<file path="config.mk">
export PLATFORM = sky130hd
export DESIGN_NAME = stdp_synapse_array_flat
export DESIGN_NICKNAME = d
export VERILOG_FILES = /design/src/rtl/stdp_synapse_array_if.sv /design/src/rtl/stdp_synapse_array.sv /design/src/flat_wrapper.sv
export SDC_FILE = /design/constraint.sdc
export NUM_CORES = 1
export LEC_CHECK = 0
export ABC_AREA = 1
export ABC_CLOCK_PERIOD_IN_PS = 5600
export BUFFER_PORTS_ARGS = -buffer_cell sky130_fd_sc_hd__buf_2
export CAP_MARGIN = 20
export CORE_MARGIN = 2
export CORE_UTILIZATION = 60
export CTS_CLUSTER_DIAMETER = 40
export CTS_CLUSTER_SIZE = 12
export DETAILED_ROUTE_END_ITERATION = 8
export GPL_TIMING_DRIVEN = 0
export PLACE_DENSITY = 0.74
export REMOVE_ABC_BUFFERS = 1
export SLEW_MARGIN = 10
export SYNTH_ARGS = -nofsm -noshare
export SYNTH_HDL_FRONTEND = slang
export SYNTH_SLANG_ARGS = --single-unit
</file>
<file path="constraint.sdc">
create_clock -name clk -period 5.6 [get_ports clk]
set_clock_uncertainty 0.05 [all_clocks]
set_input_delay 0.28 -clock clk [delete_from_list [all_inputs] [get_ports clk]]
set_output_delay 0.28 -clock clk [all_outputs]
set_load 0.01 [all_outputs]
</file>
<file path="src/rtl/stdp_synapse_array_if.sv">
// Bundles the spike inputs, host weight access and current/status outputs
// of the STDP synapse array. The array is the slave; the driver is the master.
interface stdp_synapse_array_if #(
    parameter int WIDTH = 16,
    parameter int N_PRE = 4
);
    localparam int IDX_W  = $clog2(N_PRE);
    localparam int ISYN_W = WIDTH + IDX_W;

    logic [N_PRE-1:0]  pre_spike;
    logic              post_spike;
    logic              learn_en;
    logic              wr_en;
    logic [IDX_W-1:0]  wr_idx;
    logic [WIDTH-1:0]  wr_data;
    logic [IDX_W-1:0]  rd_idx;
    logic [WIDTH-1:0]  rd_data;
    logic [ISYN_W-1:0] i_syn;
    logic              busy;

    modport master (
        output pre_spike, post_spike, learn_en, wr_en, wr_idx, wr_data, rd_idx,
        input  rd_data, i_syn, busy
    );

    modport slave (
        input  pre_spike, post_spike, learn_en, wr_en, wr_idx, wr_data, rd_idx,
        output rd_data, i_syn, busy
    );
endinterface

</file>
<file path="src/rtl/stdp_synapse_array.sv">
// Array of N_PRE plastic synapses onto one neuron. Exponential-decay traces
// record recent spikes; pending LTP/LTD flags are serviced one channel per
// cycle by a round-robin scan engine. WIDTH and N_PRE must match the
// interface instance connected to bus.
module stdp_synapse_array #(
    parameter int WIDTH         = 16,
    parameter int DECIMAL_BITS  = 7,
    parameter int N_PRE         = 4,
    parameter int TRACE_SHIFT   = 4,
    parameter int A_PLUS_SHIFT  = 5,
    parameter int A_MINUS_SHIFT = 6
) (
    input  logic                  clk,
    input  logic                  rst,
    stdp_synapse_array_if.slave   bus
);
    localparam int IDX_W  = $clog2(N_PRE);
    localparam int ISYN_W = WIDTH + IDX_W;
    localparam logic [WIDTH-1:0] ONE   = WIDTH'(1 << DECIMAL_BITS);
    localparam logic [WIDTH-1:0] W_MAX = {1'b0, {(WIDTH-1){1'b1}}};
    localparam logic [WIDTH-1:0] T_MAX = '1;

    typedef enum logic {IDLE, SCAN} state_t;

    state_t            state_reg, state_next;
    logic [IDX_W-1:0]  ptr_reg, ptr_next;
    logic [WIDTH-1:0]  post_trace_reg;
    logic [WIDTH-1:0]  weight_vec [N_PRE];
    logic [WIDTH-1:0]  pre_trace_vec [N_PRE];
    logic [N_PRE-1:0]  ltp_next_vec, ltd_next_vec;
    logic [WIDTH-1:0]  ltp_delta, ltd_delta;
    logic [ISYN_W-1:0] i_syn_reg, i_syn_next;
    logic              scanning;

    // Decay by t>>TRACE_SHIFT, bump by ONE on a spike, saturate at all-ones.
    function automatic logic [WIDTH-1:0] trace_step(input logic [WIDTH-1:0] t,
                                                    input logic spike);
        logic [WIDTH:0] sum;
        sum = {1'b0, t - (t >> TRACE_SHIFT)} + {1'b0, (spike ? ONE : '0)};
        return sum[WIDTH] ? T_MAX : sum[WIDTH-1:0];
    endfunction

    // Net potentiation/depression with clamping to 0..W_MAX.
    function automatic logic [WIDTH-1:0] apply_update(input logic [WIDTH-1:0] w,
                                                      input logic do_ltp,
                                                      input logic do_ltd,
                                                      input logic [WIDTH-1:0] up,
                                                      input logic [WIDTH-1:0] dn);
        logic [WIDTH+1:0] acc;
        acc = {2'b00, w};
        if (do_ltp) acc = acc + {2'b00, up};
        if (do_ltd) acc = acc - {2'b00, dn};
        if (acc[WIDTH+1])            return '0;
        if (acc > {2'b00, W_MAX})    return W_MAX;
        return acc[WIDTH-1:0];
    endfunction

    assign scanning  = (state_reg == SCAN);
    assign ltp_delta = pre_trace_vec[ptr_reg] >> A_PLUS_SHIFT;
    assign ltd_delta = post_trace_reg >> A_MINUS_SHIFT;

    genvar gi;
    generate
        for (gi = 0; gi < N_PRE; gi++) begin : g_ch
            logic [WIDTH-1:0] weight_reg, weight_next;
            logic [WIDTH-1:0] pre_trace_reg, pre_trace_next;
            logic             ltp_pend_reg, ltp_pend_next;
            logic             ltd_pend_reg, ltd_pend_next;
            logic             svc, wr_hit;

            assign svc    = scanning && (ptr_reg == IDX_W'(gi));
            assign wr_hit = bus.wr_en && (bus.wr_idx == IDX_W'(gi));

            // Per-channel next state: service clears flags, a new set wins over
            // that clear, and a host write overrides everything for the channel.
            always_comb begin
                pre_trace_next = trace_step(pre_trace_reg, bus.pre_spike[gi]);
                weight_next    = weight_reg;
                ltp_pend_next  = ltp_pend_reg;
                ltd_pend_next  = ltd_pend_reg;
                if (svc) begin
                    weight_next   = apply_update(weight_reg, ltp_pend_reg, ltd_pend_reg,
                                                 ltp_delta, ltd_delta);
                    ltp_pend_next = 1'b0;
                    ltd_pend_next = 1'b0;
                end
                if (bus.learn_en && bus.post_spike)     ltp_pend_next = 1'b1;
                if (bus.learn_en && bus.pre_spike[gi])  ltd_pend_next = 1'b1;
                if (wr_hit) begin
                    weight_next   = (bus.wr_data > W_MAX) ? W_MAX : bus.wr_data;
                    ltp_pend_next = 1'b0;
                    ltd_pend_next = 1'b0;
                end
            end

            // Per-channel state register.
            always_ff @(posedge clk or posedge rst) begin
                if (rst) begin
                    weight_reg    <= ONE;
                    pre_trace_reg <= '0;
                    ltp_pend_reg  <= 1'b0;
                    ltd_pend_reg  <= 1'b0;
                end else begin
                    weight_reg    <= weight_next;
                    pre_trace_reg <= pre_trace_next;
                    ltp_pend_reg  <= ltp_pend_next;
                    ltd_pend_reg  <= ltd_pend_next;
                end
            end

            assign weight_vec[gi]    = weight_reg;
            assign pre_trace_vec[gi] = pre_trace_reg;
            assign ltp_next_vec[gi]  = ltp_pend_next;
            assign ltd_next_vec[gi]  = ltd_pend_next;
        end
    endgenerate

    // Shared postsynaptic trace.
    always_ff @(posedge clk or posedge rst) begin
        if (rst) post_trace_reg <= '0;
        else     post_trace_reg <= trace_step(post_trace_reg, bus.post_spike);
    end

    // Synaptic current from the weights held before this cycle's update.
    always_comb begin
        i_syn_next = '0;
        for (int k = 0; k < N_PRE; k++) begin
            if (bus.pre_spike[k]) i_syn_next = i_syn_next + ISYN_W'(weight_vec[k] >> 2);
        end
    end

    // Registered current output.
    always_ff @(posedge clk or posedge rst) begin
        if (rst) i_syn_reg <= '0;
        else     i_syn_reg <= i_syn_next;
    end

    // FSM state register: scan state and channel pointer.
    always_ff @(posedge clk or posedge rst) begin
        if (rst) begin
            state_reg <= IDLE;
            ptr_reg   <= '0;
        end else begin
            state_reg <= state_next;
            ptr_reg   <= ptr_next;
        end
    end

    // FSM next state: scan while any flag is (or is becoming) pending.
    always_comb begin
        state_next = state_reg;
        ptr_next   = '0;
        if ((ltp_next_vec | ltd_next_vec) != '0) begin
            state_next = SCAN;
            if (scanning)
                ptr_next = (ptr_reg == IDX_W'(N_PRE - 1)) ? '0 : ptr_reg + 1'b1;
        end else begin
            state_next = IDLE;
        end
    end

    // FSM outputs and host read port.
    always_comb begin
        bus.busy    = scanning;
        bus.i_syn   = i_syn_reg;
        bus.rd_data = '0;
        if (32'(bus.rd_idx) < N_PRE) bus.rd_data = weight_vec[bus.rd_idx];
    end
endmodule

</file>
<file path="src/flat_wrapper.sv">
// flat-port wrapper written by rule: the top's interface ports become plain ports
module stdp_synapse_array_flat 
#(
    parameter int WIDTH         = 16,
    parameter int DECIMAL_BITS  = 7,
    parameter int N_PRE         = 4,
    parameter int TRACE_SHIFT   = 4,
    parameter int A_PLUS_SHIFT  = 5,
    parameter int A_MINUS_SHIFT = 6
)
  (clk, rst, bus_pre_spike, bus_post_spike, bus_learn_en, bus_wr_en, bus_wr_idx, bus_wr_data, bus_rd_idx, bus_rd_data, bus_i_syn, bus_busy);
  stdp_synapse_array_if #(.WIDTH(WIDTH), .N_PRE(N_PRE)) bus_i ();
  input  logic clk;
  input  logic rst;
  input wire logic [$bits(bus_i.pre_spike)-1:0] bus_pre_spike;
  input wire logic [$bits(bus_i.post_spike)-1:0] bus_post_spike;
  input wire logic [$bits(bus_i.learn_en)-1:0] bus_learn_en;
  input wire logic [$bits(bus_i.wr_en)-1:0] bus_wr_en;
  input wire logic [$bits(bus_i.wr_idx)-1:0] bus_wr_idx;
  input wire logic [$bits(bus_i.wr_data)-1:0] bus_wr_data;
  input wire logic [$bits(bus_i.rd_idx)-1:0] bus_rd_idx;
  output wire logic [$bits(bus_i.rd_data)-1:0] bus_rd_data;
  output wire logic [$bits(bus_i.i_syn)-1:0] bus_i_syn;
  output wire logic [$bits(bus_i.busy)-1:0] bus_busy;
  assign bus_i.pre_spike = bus_pre_spike;
  assign bus_i.post_spike = bus_post_spike;
  assign bus_i.learn_en = bus_learn_en;
  assign bus_i.wr_en = bus_wr_en;
  assign bus_i.wr_idx = bus_wr_idx;
  assign bus_i.wr_data = bus_wr_data;
  assign bus_i.rd_idx = bus_rd_idx;
  assign bus_rd_data = bus_i.rd_data;
  assign bus_i_syn = bus_i.i_syn;
  assign bus_busy = bus_i.busy;
  stdp_synapse_array #(.WIDTH(WIDTH), .DECIMAL_BITS(DECIMAL_BITS), .N_PRE(N_PRE), .TRACE_SHIFT(TRACE_SHIFT), .A_PLUS_SHIFT(A_PLUS_SHIFT), .A_MINUS_SHIFT(A_MINUS_SHIFT)) u_core (.clk(clk), .rst(rst), .bus(bus_i));
endmodule
</file>
* Word-level counts from Yosys, hierarchy flattened *
Cells that the tools add are included.

cells by class
  reductions and logical operators = 20
  multiply operators = 0
  order comparisons = 7
  multiplexer cells = 109
  shifts and indexed selects = 0
  div/mod/pow operators = 0
  equal/unequal tests = 6
  add/sub/neg operators = 22
  bitwise gates (word level) = 3

operator list
  kind                  number
  $mux 16               34
  $mux 18               19
  $add 16x16->17        5
  $sub 16x12->16        5
  $gt 18x15->1 const B  4
  $sub 18x10->18        4
  $add 16x11->17        4
  $bmux 16 s2           2
  $mux 1                45
  $mux 8                5
  $add 18x14->18        2
  $gt 16x15->1 const B  1
  $add 14x14->15        1
  $mux 14               1
  $logic_and 1x1->1     13
  $eq 2x2->1 const B    4
  $reduce_bool 2->1     4
  $ge 3x3->1 const B    2
  $mux 2                3
  $not 2->3             2
  $eq 2x1->1 const B    2
  $logic_not 2->1       2
  $or 4x4->4            1
  $reduce_bool 4->1     1
  $add 2x1->2 const B   1

storage, ports and cells
  register bits = 173
  ROM bits = 0
  input port bits = 29
  output and inout port bits = 35
  bits in latches = 0
  memory bits (writable) = 0
  memories kept = 0
  logic and storage cells = 187

* Longest topological paths before layout *
Gate-level depths: netlist (run 1).

  word-level depth = 18
  depth in mapped cells = 34
  mapped depth without buffers = 33

* Worst setup path after synthesis (run 1) *
OpenSTA, ideal clock, no wires.

  path kind = input-to-reg
  start point = in bus_pre_spike[0]
  end point = reg u_core.i_syn_reg[14], in the netlist u_core.bus.i_syn[14]
  buffers on the path = 1
  data required time = 5.437 ns
  stages = 30
  data arrival time = 4.337 ns
  path slack = 1.100 ns
  setup time = 0.113 ns
  cells stage by stage = clkbuf_1 -> nand2_1 -> inv_1 -> ha_1 -> inv_1 -> fa_1 -> o31ai_1 -> xnor2_1 -> o21ai_0 -> ha_1 -> inv_1 -> o21ai_0 -> a21boi_0 -> inv_1 -> nand2_1 -> nand3_1 -> nand3_1 -> nand2_1 -> xnor2_1 -> inv_1 -> o21ai_0 -> inv_1 -> ha_1 -> inv_1 -> nor3_1 -> nand2_1 -> o21ai_0 -> nand3_1 -> nand2_1 -> inv_1

on the way
  cells in the longest elaborated chain, start to end = 7

RTL lines
  element                    line                       source
  start: declaration         flat_wrapper.sv:15         input wire logic [$bits(bus_i.pre_spike)-1:0] bus_pre_spike;
  $mux 14 (*)                stdp_synapse_array.sv:128  if (bus.pre_spike[k]) i_syn_next = i_syn_next + ISYN_W'(weight_vec[k] >> 2);
  $add 14x14->15             stdp_synapse_array.sv:128
  $mux 18 (*)                stdp_synapse_array.sv:128
  $add 18x14->18             stdp_synapse_array.sv:128
  $mux 18 (*)                stdp_synapse_array.sv:128
  $add 18x14->18             stdp_synapse_array.sv:128
  $mux 18 (*)                stdp_synapse_array.sv:128
  net u_core.i_syn_next[14]  stdp_synapse_array.sv:32   logic [ISYN_W-1:0] i_syn_reg, i_syn_next;
  end signal: assignment     stdp_synapse_array.sv:135  else i_syn_reg <= i_syn_next;
  end: declaration           stdp_synapse_array.sv:32

The timed path passes the listed nets; every way through them passes the cells marked *.
A chain may end at the register's enable or synchronous reset.

* Worst setup path in the final report (run 1) *
  start point = reg u_core.ptr_reg[1]
  end point = reg u_core.g_ch[2].weight_reg[6]

on the way
  cells in the longest elaborated chain, start to end = 18
  elaborated cells between the ends (all ways) = 24
  those cells by class = add/sub: 2; order compare: 1; eq/ne: 1; mux: 17; bitwise: 1; reduce/logical: 2

RTL lines
  element                                      line                       source
  start: declaration                           stdp_synapse_array.sv:26   logic [IDX_W-1:0] ptr_reg, ptr_next;
  start signal: assignment                     stdp_synapse_array.sv:145  ptr_reg <= ptr_next;
  $not 2->3 (not written as such)              stdp_synapse_array.sv:59   assign ltp_delta = pre_trace_vec[ptr_reg] >> A_PLUS_SHIFT;
  $bmux 16 s2                                  stdp_synapse_array.sv:59
  $mux 16 (not written as such) (2 in series)  stdp_synapse_array.sv:59
  $add 16x11->17                               stdp_synapse_array.sv:51   if (do_ltp) acc = acc + {2'b00, up};
  $mux 18                                      stdp_synapse_array.sv:51
  $mux 18                                      stdp_synapse_array.sv:81   if (svc) begin
  $sub 18x10->18                               stdp_synapse_array.sv:52   if (do_ltd) acc = acc - {2'b00, dn};
  $mux 18                                      stdp_synapse_array.sv:52
  $mux 18                                      stdp_synapse_array.sv:81
  $gt 18x15->1                                 stdp_synapse_array.sv:54   if (acc > {2'b00, W_MAX}) return W_MAX;
  $mux 1 (2 in series)                         stdp_synapse_array.sv:54
  $mux 1                                       stdp_synapse_array.sv:81
  $mux 16                                      stdp_synapse_array.sv:55   return acc[WIDTH-1:0];
  $mux 16                                      stdp_synapse_array.sv:54
  $mux 16                                      stdp_synapse_array.sv:81
  $mux 16                                      stdp_synapse_array.sv:89   if (wr_hit) begin
  end signal: assignment                       stdp_synapse_array.sv:104  weight_reg <= weight_next;
  end: declaration                             stdp_synapse_array.sv:65   logic [WIDTH-1:0] weight_reg, weight_next;

Parallel ways exist; a longest one is shown, timed or not. The select of a mux whose other input is x is not followed.

==> summary.md, run 1 <==
| Metric | Value |
|---|---|
| Worst-path clk slew | `around 0.080 ns` |
| Post-DP HPWL | `between 50000 and 60000 µm` |
| Clk Latency, worst-skew pair | `0.47 ns` |
| Post-layout min period | `5.27 ns` |
| Post-Syn Area per Cell | `6.38 µm²` |
| First-pass GRT wire length | `roughly 110000 µm` |
| EDFF count, synth | `0` |
| Antenna violations before repair | `0` |
| Fin. max-slew vios | `0` |
| Largest net degree at the start of global routing | `97` |
| Post-route cell area | `~22000 µm²` |
| Total negative slack | `0 ns` |
| Final Hold Viols | `0` |
| Final net count | `3544` |
| Initial drt markers | `2049` |
| Grt total ovfl | `0` |
| Initial DRT Pass Iterations | `6` |
| Placer Congestion | `1.01` |
| Vias in the first global route | `20600` |
| Fmax | `approximately 0.19 GHz` |
| FP Rows | `68` |
| Flops & latches, synth | `172` |
| Sequential area share after synthesis | `20.7%` |
| Worst Path Max Fanout | `24` |
| Worst hold path class | `in -> reg` |
| CTS tree | `done` |
| Hold_ws | `0.185 ns` |
| Nature of the critical path endpoint | `flop` |
| Status | `completed` |
| TritonCTS Buffers | `17` |
| Final setup margin | `~0.33 ns` |
| Syn. warnings | `0` |
| Final setup fails | `0` |
| Post-DP Area | `roughly 21000 µm²` |
| Cell area after synthesis | `20800 µm²` |
| Total wire length | `66800 µm` |
| Period utilization | `94.1%` |
| Post-route DRC | `0` |
| # H-tree levels | `4` |
| Slew @ Worst Pin | `1.32 ns` |
| DR WL/cell | `about 18 µm` |
| Synth Instances | `3269` |
| Clock Sinks | `172` |
| Die Ht | `190 µm` |
| Vias | `22000` |
| Primary FF master, synth | `dfrtp_1` |
| R2R setup slack | `0.33 ns` |
| Io pins | `64` |
| Max-Cap Viols | `0` |
| Kind of critical path | `reg -> reg` |
| Yosys cell types | `64` |
| Post-route ant nets | `0` |
| Startpoint types | `flop` |
| CP required | `5.96 ns` |
| Initial Util | `60.7%` |
| Worst Path Buf+Inv | `4` |
| Max incr delay on CP | `between 0.5 and 0.6 ns` |
| CP delay by family, top | `simple AND/OR/NAND/NOR gates` |
| Synth-to-Final Area Change | `6.76%` |
| Routed vias/inst | `5.83` |
| CORE AREA | `34400 µm²` |
| CP arrival | `5.62 ns` |
| Post-place setup slack | `-0.618 ns` |
| Layout cells sized above 1 | `8.67%` |
| CTS root buffer | `clkbuf_16` |
| PortBufs | `between 60 and 70` |
| Overall fraction of global-route tracks in use | `37.1%` |
| Die span in x | `190 µm` |
| Slowest stage cell, crit path | `nor3_4` |
| Max-slew headroom | `11.9%` |
| CTS Buffer Depth | `2` |
| Die ar. | `approximately 36000 µm²` |
| Post-synth ARST share | `100%` |
path summary, 6_finish.rpt:
check | startpoint | end | cells past startpoint
setup / recovery | u_core.ptr_reg[1] | u_core.g_ch[2].weight_reg[6] | 27
max in group asynchronous | rst | u_core.g_ch[3].weight_reg[7] | 4
setup reg to reg | u_core.ptr_reg[1] | u_core.g_ch[2].weight_reg[6] | 27
hold reg to reg | u_core.g_ch[3].pre_trace_reg[4] | u_core.g_ch[3].pre_trace_reg[0] | 2
hold / removal | bus_post_spike | u_core.post_trace_reg[7] | 4
min in group asynchronous | rst | u_core.g_ch[0].pre_trace_reg[1] | 3
timing repair:
item | 4_1_cts | 5_1_grt
hold buffers | 1 | 0
endpoints found under the setup margin | 60 | 63
pin swaps | 1 | 0
resized for setup | 7 | 14
setup buffers | 1 | 6
gates cloned | 1 | 1
endpoints found under the hold margin | 76 | 0
Yosys cell counts (all sizes together) (22+ instances only):
master,count,area (µm²)
a21oi,239,1210
buf,22,169
clkbuf,44,166
dfrtp,168,4200
ha,200,2500
inv,493,1850
nand2,944,3660
nand3,286,1620
nand4,35,240
nor2,249,1030
nor3,43,273
o21ai,214,1070
o21bai,22,165
o22ai,47,294
xnor2,39,342
xor2,80,723
logic make-up (layout without fill, tap and decap cells):
group | count (synthesis) | count (layout) | synth area share [%]
mux | 4 | 4 | 0.192
other cells | 1 | 2 | 0.0180
flops | 172 | 172 | 20.7
simple gates | 1600 | 1600 | 34.1
fa+ha+maj | 216 | 216 | 13.5
compound gates | 596 | 596 | 15.8
buf+inv | 561 | 602 | 10.5
xor+xnor | 119 | 119 | 5.11
area by class of cell:
class,count,area (µm²)
multi-input combinational,2536,14400
fill,3208,12100
sequential,172,4310
inverter,495,1870
tap,455,569
timing repair buffer,75,492
clock buffer,21,460
clock inverter,9,114
timing repair inverter,2,10.0
antenna,1,2.50
worst register-to-register path, cell delays in order, from the launching register on:
cell        delay, ns
dfrtp_1          0.45
clkinvlp_4       0.40
o21ai_0          0.20
a21oi_1          0.13
a21oi_4          0.30
ha_1             0.30
inv_1            0.07
fa_1             0.37
inv_1            0.15
nand3_1          0.09
nand3_1          0.16
nand2_1          0.07
nand2_1          0.10
xnor2_1          0.12
o21ai_0          0.13
ha_1             0.37
nand2_1          0.06
inv_1            0.07
nand3_1          0.08
o21ai_2          0.22
nand3_1          0.15
nand2_1          0.11
nand3_1          0.09
nand3_1          0.14
nor2_4           0.07
nor3_4           0.54
nand2_1          0.14
nand2_1          0.09
cell usage in the layout, fill, tap and decap left out, drive strengths merged, types with 43 or more instances in the layout:
| cell | instances |
|---|---|
| nand2 | 944 |
| inv | 492 |
| nand3 | 286 |
| nor2 | 249 |
| a21oi | 239 |
| o21ai | 214 |
| ha | 200 |
| dfrtp | 168 |
| xor2 | 80 |
| buf | 74 |
| o22ai | 47 |
| nor3 | 43 |
per-stage QoR:
step,util [%],instances
floorplan,-,3203
global placement,62.2,3720
detailed placement,62.4,3723
CTS,64.3,3756
global route,64.7,3765
finish,64.8,3766
per-layer routing:
metal	GRT usage [%]	part of all wire [%]
met1	45.8	40
met2	61.4	45
met3	8.17	9.4
met4	17.6	4.9
met5	0	0
Power of run 1 is left out: the tool's default activity adds up to more than one toggle a clock period on the data nets, which glitch-free logic cannot reach.
==> run 2, diff against run 1 <==
--- a/config.mk
+++ b/config.mk
@@ -5,11 +5,9 @@
 export SDC_FILE = /design/constraint.sdc
 export NUM_CORES = 1
 export LEC_CHECK = 0
-export ABC_AREA = 1
 export ABC_CLOCK_PERIOD_IN_PS = 5600
 export BUFFER_PORTS_ARGS = -buffer_cell sky130_fd_sc_hd__buf_2
 export CAP_MARGIN = 20
-export CORE_MARGIN = 2
 export CORE_UTILIZATION = 60
 export CTS_CLUSTER_DIAMETER = 40
 export CTS_CLUSTER_SIZE = 12
==> run 2 against run 1 <==
The run now ends with DRC left. Synthesized area is 9.1% lower. Die area is 11% lower. Setup slack worse by 0.067 ns. Sequential share of layout area is 1.7 points higher. Cell count is 29% lower. Via count is 21% lower. Critical path depth is 7 lower. Synthesized cell count is 32% lower. Flip-flop and latch count stayed put. Core utilization is 1.5 points higher.
==> summary.md, run 2 <==
| Metric | Value |
|---|---|
| Post-route ant nets | `0` |
| CORE AREA | `30800 µm²` |
| Period utilization | `95.3%` |
| Syn. warnings | `0` |
| TritonCTS Buffers | `17` |
| CP dominant cell by count | `a21oi_1` |
| Final setup margin | `0.265 ns` |
| Final Hold Viols | `0` |
| Synth-to-Final Area Change | `7.75%` |
| Kind of critical path | `reg -> reg` |
| Max incr delay on CP | `0.56 ns` |
| CTS tree | `done` |
| Ant diodes | `0` |
| # fillers | `2607` |
| Routed vias/inst | `6.51` |
| Combinational family with the most area after synthesis | `compound AO/OA/AOI/OAI gates` |
| Initial DRT Pass Iterations | `9` |
| Slowest stage cell, crit path | `dfrtp_4` |
| DR WL/cell | `20.7 µm` |
| Most common cell in the netlist | `ha_1` |
| Synth top cells by count | `ha_1 (200), nand2_1 (187), dfrtp_1 (168)` |
| Primary FF master, synth | `dfrtp_1` |
| Post-route DRC | `9` |
| Fin. max-slew vios | `0` |
| Die ar. | `32300 µm²` |
| Startpoint types | `flop` |
| Placer Congestion | `0.941` |
| Post-synthesis mux area share | `7.89%` |
| Max-Cap Viols | `0` |
| PortBufs | `62` |
| First-pass GRT wire length | `88000 µm` |
| Yosys cell types | `between 100 and 150` |
| CP arrival | `5.62 ns` |
| Main area contributors after synthesis | `dfrtp_1 (22%), ha_1 (13%), xnor2_1 (6.0%)` |
| Nature of the critical path endpoint | `flop` |
| Final net count | `2496` |
| Post-synth ARST share | `100%` |
| Antenna violations before repair | `2` |
| Commonest cells after routing, fill and taps aside | `ha_1 (200), nand2_1 (187), dfrtp_1 (166)` |
| Synth Instances | `2215` |
| Total wire length | `roughly 55000 µm` |
| Initial Util | `between 60 and 70%` |
| Slew @ Worst Pin | `0.914 ns` |
| Grt total ovfl | `0` |
| Io pins | `64` |
| Initial drt markers | `between 1500 and 2000` |
| Violations in the final reports | `DRC` |
| Simple logic cell fraction of the synthesized area | `about a fifth` |
| RSZ-0062 raised after global routing | `yes` |
| Post-layout min period | `5.33 ns` |
| Clk Latency, worst-skew pair | `0.46 ns` |
| Worst Path Buf+Inv | `2` |
| Flip-flop and latch area | `4310 µm²` |
| Post-Layout Cell Count | `2659` |
| Vias in the first global route | `around 17000` |
| Clock Sinks | `between 150 and 200` |
| CP required | `5.89 ns` |
| Sequential area share after synthesis | `a little under a quarter` |
| Post-synthesis xor/xnor area fraction | `8.77%` |
| Post-DP HPWL | `around 42000 µm` |
| Cell area after synthesis | `between 15000 and 20000 µm²` |
| Fmax | `~0.19 GHz` |
| Compound-Gate Fraction of Synth Area | `a little under a quarter` |
| CP Cell Sequence | `mux4_2 -> clkinvlp_4 -> fa_1 -> nor2b_4 -> o31ai_2 -> a21oi_1 -> a21oi_1 -> xnor2_1 -> mux2_2 -> ha_1 -> and3_1 -> a21oi_1 -> o21ai_0 -> o21ai_0 -> and3_1 -> nand3_1 -> nand4_1 -> buf_12 -> a21oi_1 -> a221o_1` |
| Die span in x | `approximately 180 µm` |
| Layout cells sized above 1 | `~13%` |
| Dpl cells | `2616` |
| Status | `finished with violations` |
| # H-tree levels | `4` |
| Flops & latches, synth | `172` |
| Synth top area share | `between 20% and 30%` |
| Die Ht | `~180 µm` |
| CP delay by family, top | `compound AO/OA/AOI/OAI gates` |
| Commonest non-fill, non-tap cell in the layout | `ha_1` |
| EDFF count, synth | `0` |
| Worst-path clk slew | `0.07 ns` |
| Post-place setup slack | `-0.468 ns` |
| Post-Syn Area per Cell | `around 8.6 µm²` |
| Dominant cell type by area after synthesis | `dfrtp_1` |
| FP Rows | `64` |
| Largest net degree at the start of global routing | `92` |
| R2R setup slack | `around 0.27 ns` |
| Worst Path Max Fanout | `15` |
| CTS Buffer Depth | `2` |
| Final setup fails | `0` |
| Max-slew headroom | `39.1%` |
| Worst hold path class | `in -> reg` |
| CTS root buffer | `clkbuf_16` |
| Overall fraction of global-route tracks in use | `34.4%` |
| Adder-cell share of the synthesized area | `between 10% and 20%` |
| Vias | `between 15000 and 20000` |
| Multi-input gate area | `14000 µm²` |
run 2: cell types whose count changed in the layout (fill, tap and decap cells not counted), moves of 54 or more:
| cell | delta |
|---|---|
| nand3_1 | -197 |
| a21oi_1 | -87 |
| mux2_2 | +54 |
| nand2_1 | -715 |
| xnor2_1 | +90 |
| inv_1 | -335 |
| o21ai_0 | -66 |
| nor2_1 | -101 |
run 2: final timing paths:
path,startpoint,to,cells past startpoint
setup / recovery,u_core.ptr_reg[0],u_core.g_ch[2].weight_reg[0],20
hold / removal,bus_post_spike,u_core.post_trace_reg[7],3
setup reg to reg,u_core.ptr_reg[0],u_core.g_ch[2].weight_reg[0],20
hold reg to reg,u_core.g_ch[0].pre_trace_reg[4],u_core.g_ch[0].pre_trace_reg[0],2
max in group asynchronous,rst,u_core.g_ch[1].weight_reg[7],4
min in group asynchronous,rst,u_core.g_ch[2].pre_trace_reg[0],3
run 2: metal layers:
layer  vias up  GRT usage (%)  wire length (µm)
met2       582           56.5             25100
li1       8246              -                 -
met3       164           5.90              3830
met4         2           20.7              3450
met1      8329           42.6             22600
met5         -              0                13
run 2: kinds of logic after synthesis:
kind of cell	after synthesis
AO/OA/AOI/OAI	633
buffers and inverters	197
flip-flops	172
AND/OR/NAND/NOR	698
multiplexers	109
adder cells (fa/ha/maj)	216
XOR/XNOR	189
other	1
run 2: cell type report:
cell class              count  area share, %
multi-input cells        1846           68.3
inverters                 133           2.50
flip-flops and latches    172           21.1
well taps                 396           2.43
clock inverters            10          0.912
repair buffers             81           2.41
clock buffers              21           2.30
run 2: worst reg2reg max path, stage by stage, from the launching register on:
cell and delay [ns]:
dfrtp_4 0.56, mux4_2 0.55, clkinvlp_4 0.28, fa_1 0.56
nor2b_4 0.17, o31ai_2 0.09, a21oi_1 0.16, a21oi_1 0.09
xnor2_1 0.12, mux2_2 0.28, ha_1 0.35, and3_1 0.17
a21oi_1 0.10, o21ai_0 0.12, o21ai_0 0.29, and3_1 0.30
nand3_1 0.24, nand4_1 0.23, buf_12 0.16, a21oi_1 0.06
a221o_1 0.28
run 2: through the flow:
stage / util, % / TNS (ns) / instance area (µm²) / hold WS (ns)
floorplan: - / 0 / 18700 / 0.315
global placement: 63.2 / -272.74 / 19500 / 0.495
detailed placement: 63.5 / -14.39 / 19600 / 0.376
CTS: 65.9 / 0 / 20300 / 0.102
global route: 66.3 / -0.0372 / 20400 / 0.116
finish: 66.3 / 0 / 20400 / 0.117
run 2: what timing repair did:
item                                   4_1_cts  5_1_grt
pin swaps                                    2        1
setup buffers                                3        8
endpoints found under the hold margin       80        0
setup endpoints to repair                   59       63
hold buffers                                 1        0
gates resized for setup                      4       17
Power of run 2 is left out for the same reason.
